===== src/rtl/otn_deframer.sv =====
// Serial OTN receive deframer: hunts for the frame alignment word, flywheels through
// lost FAS words, streams payload bytes and checks the per-frame CRC-8.
module otn_deframer #(
  parameter int          FRAME_BYTES = 64,
  parameter logic [15:0] FAS_WORD    = 16'hF628,
  parameter int          LOF_COUNT   = 3
) (
  input  logic       i_clk,
  input  logic       i_rst_n,
  input  logic       i_line_bit,
  input  logic       i_line_bit_valid,
  output logic [7:0] o_frame_data,
  output logic       o_frame_data_valid,
  output logic       o_frame_data_sof,
  output logic       o_otn_tx_ack,
  output logic       o_crc_err,
  output logic       o_in_sync
);

  localparam int BYTE_W = $clog2(FRAME_BYTES);
  localparam int MISS_W = $clog2(LOF_COUNT + 1);

  localparam logic [1:0] ST_HUNT    = 2'd0;
  localparam logic [1:0] ST_PRESYNC = 2'd1;
  localparam logic [1:0] ST_SYNC    = 2'd2;

  localparam logic [BYTE_W-1:0] FAS_LAST_BYTE = BYTE_W'(1);
  localparam logic [BYTE_W-1:0] FIRST_PL_BYTE = BYTE_W'(2);
  localparam logic [BYTE_W-1:0] CRC_BYTE      = BYTE_W'(FRAME_BYTES - 1);
  localparam logic [MISS_W-1:0] LOF_LAST_MISS = MISS_W'(LOF_COUNT - 1);

  logic [1:0]        state, state_d;
  logic [15:0]       sh;
  logic [15:0]       sh_next;
  logic [2:0]        bit_cnt, bit_cnt_d;
  logic [BYTE_W-1:0] byte_cnt, byte_cnt_d;
  logic [MISS_W-1:0] miss, miss_d;
  logic [7:0]        crc, crc_d;

  // First pipeline stage: events decided on the edge that samples a byte's last bit.
  logic       pend_valid, pend_valid_d;
  logic       pend_sof, pend_sof_d;
  logic       pend_ack, pend_ack_d;
  logic       pend_err, pend_err_d;
  logic [7:0] pend_data, pend_data_d;

  logic       byte_done;
  logic       fas_hit;
  logic [7:0] byte_val;

  function automatic logic [7:0] crc8_update(input logic [7:0] c, input logic [7:0] d);
    logic [7:0] r;
    r = c ^ d;
    for (int i = 0; i < 8; i++) begin
      r = r[7] ? ((r << 1) ^ 8'h07) : (r << 1);
    end
    return r;
  endfunction

  assign sh_next   = {sh[14:0], i_line_bit};
  assign byte_done = i_line_bit_valid && (bit_cnt == 3'd7);
  assign fas_hit   = (sh_next == FAS_WORD);
  assign byte_val  = sh_next[7:0];
  assign o_in_sync = (state == ST_SYNC);

  // NOTE: every always_comb output gets a default first so no path leaves it unassigned (no latch).
  always_comb begin
    state_d      = state;
    bit_cnt_d    = bit_cnt;
    byte_cnt_d   = byte_cnt;
    miss_d       = miss;
    crc_d        = crc;
    pend_valid_d = 1'b0;
    pend_sof_d   = 1'b0;
    pend_ack_d   = 1'b0;
    pend_err_d   = 1'b0;
    pend_data_d  = pend_data;

    if (i_line_bit_valid) begin
      bit_cnt_d = bit_cnt + 3'd1;
      if (bit_cnt == 3'd7) begin
        byte_cnt_d = (byte_cnt == CRC_BYTE) ? '0 : byte_cnt + 1'b1;
      end

      case (state)
        ST_HUNT: begin
          // A hit means the FAS just ended, so the next bit opens byte 2.
          if (fas_hit) begin
            state_d    = ST_PRESYNC;
            bit_cnt_d  = '0;
            byte_cnt_d = FIRST_PL_BYTE;
          end
        end

        ST_PRESYNC: begin
          if (byte_done && byte_cnt == FAS_LAST_BYTE) begin
            if (fas_hit) begin
              state_d = ST_SYNC;
              miss_d  = '0;
              crc_d   = '0;
            end else begin
              state_d = ST_HUNT;
            end
          end
        end

        ST_SYNC: begin
          if (byte_done) begin
            if (byte_cnt == FAS_LAST_BYTE) begin
              if (fas_hit) begin
                miss_d = '0;
              end else if (miss == LOF_LAST_MISS) begin
                state_d = ST_HUNT;
                miss_d  = '0;
                crc_d   = '0;
              end else begin
                miss_d = miss + 1'b1;
              end
            end else if (byte_cnt == CRC_BYTE) begin
              pend_ack_d = (byte_val == crc);
              pend_err_d = (byte_val != crc);
              crc_d      = '0;
            end else if (byte_cnt != '0) begin
              pend_valid_d = 1'b1;
              pend_sof_d   = (byte_cnt == FIRST_PL_BYTE);
              pend_data_d  = byte_val;
              crc_d        = crc8_update(crc, byte_val);
            end
          end
        end

        default: state_d = ST_HUNT;
      endcase
    end
  end

  // NOTE: sequential state uses non-blocking assignments so every register samples pre-edge values.
  always_ff @(posedge i_clk) begin
    if (!i_rst_n) begin
      state              <= ST_HUNT;
      sh                 <= '0;
      bit_cnt            <= '0;
      byte_cnt           <= '0;
      miss               <= '0;
      crc                <= '0;
      pend_valid         <= 1'b0;
      pend_sof           <= 1'b0;
      pend_ack           <= 1'b0;
      pend_err           <= 1'b0;
      pend_data          <= '0;
      o_frame_data       <= '0;
      o_frame_data_valid <= 1'b0;
      o_frame_data_sof   <= 1'b0;
      o_otn_tx_ack       <= 1'b0;
      o_crc_err          <= 1'b0;
    end else begin
      if (i_line_bit_valid) begin
        sh <= sh_next;
      end
      state              <= state_d;
      bit_cnt            <= bit_cnt_d;
      byte_cnt           <= byte_cnt_d;
      miss               <= miss_d;
      crc                <= crc_d;
      pend_valid         <= pend_valid_d;
      pend_sof           <= pend_sof_d;
      pend_ack           <= pend_ack_d;
      pend_err           <= pend_err_d;
      pend_data          <= pend_data_d;
      o_frame_data       <= pend_data;
      o_frame_data_valid <= pend_valid;
      o_frame_data_sof   <= pend_sof;
      o_otn_tx_ack       <= pend_ack;
      o_crc_err          <= pend_err;
    end
  end

endmodule


===== config.mk =====
export PLATFORM = sky130hd
export DESIGN_NAME = otn_deframer
export DESIGN_NICKNAME = d
export VERILOG_FILES = /design/src/rtl/otn_deframer.sv
export SDC_FILE = /design/constraint.sdc
export NUM_CORES = 1
export LEC_CHECK = 0
export CORE_MARGIN = 2
export CORE_UTILIZATION = 54
export CTS_CLUSTER_SIZE = 25
export DETAILED_ROUTE_END_ITERATION = 10
export PLACE_DENSITY = 0.81
export SLEW_MARGIN = 10
export SYNTH_ARGS = -nofsm -noshare
export SYNTH_HDL_FRONTEND = slang
export SYNTH_SLANG_ARGS = --single-unit

===== constraint.sdc =====
create_clock -name i_clk -period 2.4 [get_ports i_clk]
set_input_delay 0.48 -clock i_clk [delete_from_list [all_inputs] [get_ports i_clk]]
set_output_delay 0.48 -clock i_clk [all_outputs]
set_load 0.01 [all_outputs]

== Word level (Yosys, flattened, before mapping) ==
Index checks and enable logic that the tools add are counted.
Widths: inputs -> output; s select.
Storage, ports and cells
  logic and storage cells: 106
  bits in writable memories: 0
  bits in latches: 0
  bits in read-only memories: 0
  output and inout bits: 13
  memories: 0
  bits in registers: 60
Cells by class
  shifts and indexed selects: 0
  reductions and logical operators: 12
  bitwise gates (word level): 16
  equal/unequal tests: 20
  divide/modulo/power cells: 0
  $mul: 0
  add/subtract/negate cells: 3
  magnitude comparators: 0
  multiplexer cells: 39
Operators with widths (count)
  $mux 8: 8
  $mux 3: 10
  $mux 2: 13
  $mux 6: 4
  $not 3->3: 8
  $eq 16x16->1 const B: 1
  $pmux 8 s2: 1
  $reduce_and 6->1: 2
  $reduce_or 6->1: 2
  $eq 8x8->1: 1
  $ne 2x2->1 const B: 4
  $ne 8x8->1: 1
  $reduce_and 8->1: 1
  $xor 8x8->8: 1
  $not 1->1: 7
  $reduce_and 7->1: 1
  $reduce_or 7->1: 1
  $add 6x1->6 const B: 1
  $eq 6x1->1 const B: 1
  $eq 6x2->1 const B: 1
  $eq 6x6->1 const B: 1
  $ne 2x1->1 const B: 3
  $pmux 2 s3: 1
  $reduce_bool 6->1: 1
  13 further kinds: 15

== Longest topological paths before layout ==
  depth after elaboration: 22
  depth in mapped cells: 8

== Least setup slack after synthesis ==
OpenSTA, ideal clock, no wires.
  path type: flip-flop to flip-flop
  from: register bit_cnt[0]
  to: register pend_sof
  library setup time: 115 ps
  setup slack: 598 ps
  arrival time: 1686 ps
  buffers on the path: 2
  cell stages (with the launch flop): 9
  path through: dfxtp_1 -> ha_1 -> ha_1 -> and2_2 -> clkbuf_2 -> and4b_1 -> buf_6 -> and2_4 -> and3_1
Between the ends
  word-level cells in the longest chain between the ends: 4
RTL lines
  from (decl): line 35  | logic [2:0] bit_cnt, bit_cnt_d;
  from (signal assigned): line 161  | bit_cnt <= bit_cnt_d;
  $eq 3x3->1: line 61  | assign byte_done = i_line_bit_valid && (bit_cnt == 3'd7);
  $logic_and 1x1->1: line 61
  $not 1->1 (no source line)
  $reduce_or 7->1 (no source line)
  to (signal assigned): line 166  | pend_sof <= pend_sof_d;
  to (decl): line 42  | logic pend_sof, pend_sof_d;
No other way between the ends.
A chain may end at the register's enable or synchronous reset.

== Final worst setup path ==
  from: register state[1]
  to: output o_in_sync
Between the ends
  word-level cells in the longest chain between the ends: 1
RTL lines
  from (decl): line 32  | logic [1:0] state, state_d;
  from (signal assigned): line 160  | state <= state_d;
  $eq 2x2->1: line 64  | assign o_in_sync = (state == ST_SYNC);
  to (decl): line 17  | output logic o_in_sync
No other way between the ends.

==> qor.yml <==
route:
  wl_um: 4950
  drcViolationCount: 0
  ant_nets: 0
  viasPerCell: 5.18
  wl_per_cell_um: 13.0
  firstDrtPassIters: 4
  drt_iter0_drc: 91
  vias: 1978
floorplan:
  core_sq_mm: 0.00514
  initial_core_util: 0.564
  die_w_um: 77.3
  die-area_sq_mm: 0.00597
  io_pins: 17
  rows: 26
  fp.dieH_um: 77.3
clocking:
  cts.sinks: 60
  insertion_delay_ns: 0.33
  cts_tree: "yes"
  cts_setup_buffers: 0
  ctsHtreeMaxLevel: 3
  root_buffer: "clkbuf_8"
  cts_resized: 0
  cts_hold_buffers: 0
  cts_made_buffers: 9
  clock_path_buffers: 2
  path_clk_slew_ns: 0.06
finish:
  drive_above_1_share: 0.147
  antenna_cells: 0
  area_growth_pct: 13.5
  finalNetCount: 320
placed_design:
  port_buffers: 16
  gp_congestion: 0.789
  dp_worst_setup_slack_ns: 0.131
  dp_hpwl_um: 3460
sta:
  worstMarginPinSlew_ns: 0.479
  fin_crit_ns: 2.11
  finalSetupViolCount: 0
  final_hold_viol_count: 0
  fin_skew_ns: 0.0103
  layout_setup_ws_ns: 0.294
  fin_crit_sh: 0.878
  fmax_ghz: 0.475
  tns_ns: 0
  slew_headroom: 0.678
  drv_slew: 0
  rsz0062_at_grt: "no"
power_and_ir_drop:
  p_int_w: 0.00155
  cellLeakagePower_nw: 1.23
  sw_frac_of_total: 0.220
  peakVddDrop_v: 0.000302
  power.switching_w: 0.000438
  comb_power_share: 0.038
  seqPwrFrac: 0.506
  p_per_area_mw_per_mm2: 604
  clkPwrFrac: 0.456
worst_setup_path:
  r2r_slack_ns: 0.56
  end_kind: "output port"
  rr_worst_depth: 7
  crit_fanout: 10
  crit_type: "register to output port"
  r2r-start: "bit_cnt[0]"
  r2r_end: "pend_data[0]"
  crit_required_ns: 1.92
  cp-start-kind: "register"
  cp.arrival_ns: 1.63
yosys:
  synthAdderAreaFrac: 0.0388
  synth-main-ff-cell: "dfxtp_1"
  ys_seq_area_frac: 0.414
  synth_top_family_by_area: "simple AND/OR/NAND/NOR gates"
  synth_edf_count: 0
  avgSynthCellArea_sq_um: 10.1
  synthMuxAreaShare: 0.0829
  yosysWarningCount: 0
  synth_cells: 286
  synth_simple_gate_area_frac: 0.235
  syn_area_sq_mm: 0.00290
  ys_ff_latch: 60
  synthArstFlopShare: 0
  synth-xor-area-share: 0.0798
  synthDistinctLibCells: 55
  syn-num-nets: 299
  synth-compound-area-share: 0.0937
hold_path:
  whs_path_depth: 1
  hp-class: "register to register"
  whs_endpoint: "o_otn_tx_ack"
  hold_start: "pend_ack"
global_routing:
  grt-ovfl-total: 0
  grt_pass1_vias: 1874
  groute.usage.overall: 0.184
  grt_pass1_wl_um: 8650
  grt_max_degree: 38
  antenna_found_initial: 0
run_status:
  outcome: "finished, final reports clean"
job:
  cap_viol_max_count: 0
## flip-flops by register name (all words and copies together), names as in the netlist
| name | flops |
|---|---|
| crc | 8 |
| sh | 15 |
| pend_sof | 1 |
| o_otn_tx_ack | 1 |
| pend_ack | 1 |
| o_frame_data_sof | 1 |
| pend_err | 1 |
| o_crc_err | 1 |
| byte_cnt | 6 |
| pend_data | 8 |
| miss | 2 |
| pend_valid | 1 |
| state | 2 |
| o_frame_data | 8 |
| bit_cnt | 3 |
| o_frame_data_valid | 1 |
## cell families (layout without fill, tap and decap cells)
kind of cell | count (synthesis) | after routing
AO/OA/AOI/OAI | 35 | 35
multiplexers | 24 | 24
AND/OR/NAND/NOR | 112 | 112
flip-flops | 60 | 60
adder cells (fa/ha/maj) | 9 | 9
buffers and inverters | 22 | 48
XOR/XNOR | 24 | 24
## synthesized netlist by cell type (5+ instances only)
master / n / area, sq um
ha_1: 9 / 113
inv_1: 5 / 18.8
nor2_1: 10 / 37.5
nand4_1: 11 / 68.8
a21boi_0: 5 / 37.5
xor2_1: 6 / 52.6
nand3_1: 7 / 35.0
xnor2_1: 16 / 140
mux2i_1: 24 / 240
and2_1: 13 / 81.3
buf_6: 5 / 56.3
nor2b_1: 27 / 169
nand2_1: 23 / 86.3
dfxtp_1: 60 / 1200
o21ai_2: 7 / 61.3
## layout make-up
| type | count | area (sq um) |
|---|---|---|
| Sequential cell | 60 | 1200 |
| Timing Repair Buffer | 27 | 243 |
| Fill cell | 438 | 1850 |
| Clock buffer | 11 | 141 |
| Clock inverter | 5 | 60.1 |
| Inverter | 5 | 18.8 |
| Tap cell | 70 | 87.6 |
| Multi-Input combinational cell | 204 | 1540 |
## placed cells by master (no fill, tap or decap), drive strengths merged, types with 2 or more instances in the layout
master,instances
nor2b,27
xnor2,17
o41ai,2
and4bb,2
dfxtp,60
o21ai,12
clkdlybuf4s50,16
nor4b,2
nor3,2
clkbuf,11
ha,9
buf,11
inv,6
a21oi,4
clkinv,2
a21boi,8
and2,16
nand4,11
mux2i,24
nand2,23
a21o,2
and3,2
and4b,2
xor2,6
nand3,8
nor2,10
## power groups by stage
stage / Clock, W / Sequential, W / Combinational, W
4_1_cts: 0.000923 / 0.00101 / 0.0000770
5_1_grt: 0.000965 / 0.00101 / 0.0000834
2_1_floorplan: 0 / 0.00103 / 0.0000617
6_report: 0.000906 / 0.00101 / 0.0000760
3_5_place_dp: 0 / 0.00103 / 0.0000762
3_3_place_gp: 0 / 0.00103 / 0.0000755
## stage by stage
step,util,instances,hold slack [ns],instance area [sq um],power [W]
after floorplan,-,286,0.412,2900,0.00109
after global placement,0.601,366,0.418,3090,0.00110
after detailed placement,0.601,366,0.424,3090,0.00110
after CTS,0.640,382,0.439,3290,0.00201
after global routing,0.640,382,0.452,3290,0.00205
final,0.640,382,0.435,3290,0.00199
## critical path: stages, from the launching register on
cell and delay (ns):
dfxtp_1 0.50, nor2b_1 0.24, clkdlybuf4s50_1 0.56
## routing by layer
metal / vias up / global-route usage / wire, um
met5: - / 0 / 0
met4: 0 / 0.107 / 113
met3: 12 / 0.0435 / 115
met2: 22 / 0.287 / 2300
met1: 908 / 0.233 / 2420
li1: 1036 / - / -
## worst max path at each step
stage | slack, ns | cells after the start | from | end
6_report | 0.29 | 2 | state[1] | o_in_sync
5_1_grt | 0.22 | 2 | state[1] | o_in_sync
4_1_cts | 0.27 | 2 | state[1] | o_in_sync
3_5_place_dp | 0.13 | 6 | i_line_bit | crc[7]
3_3_place_gp | 0.18 | 6 | i_line_bit | crc[6]
2_1_floorplan | 0.60 | 8 | bit_cnt[0] | pend_sof
No activity file was read; power rests on OpenSTA's default activity.
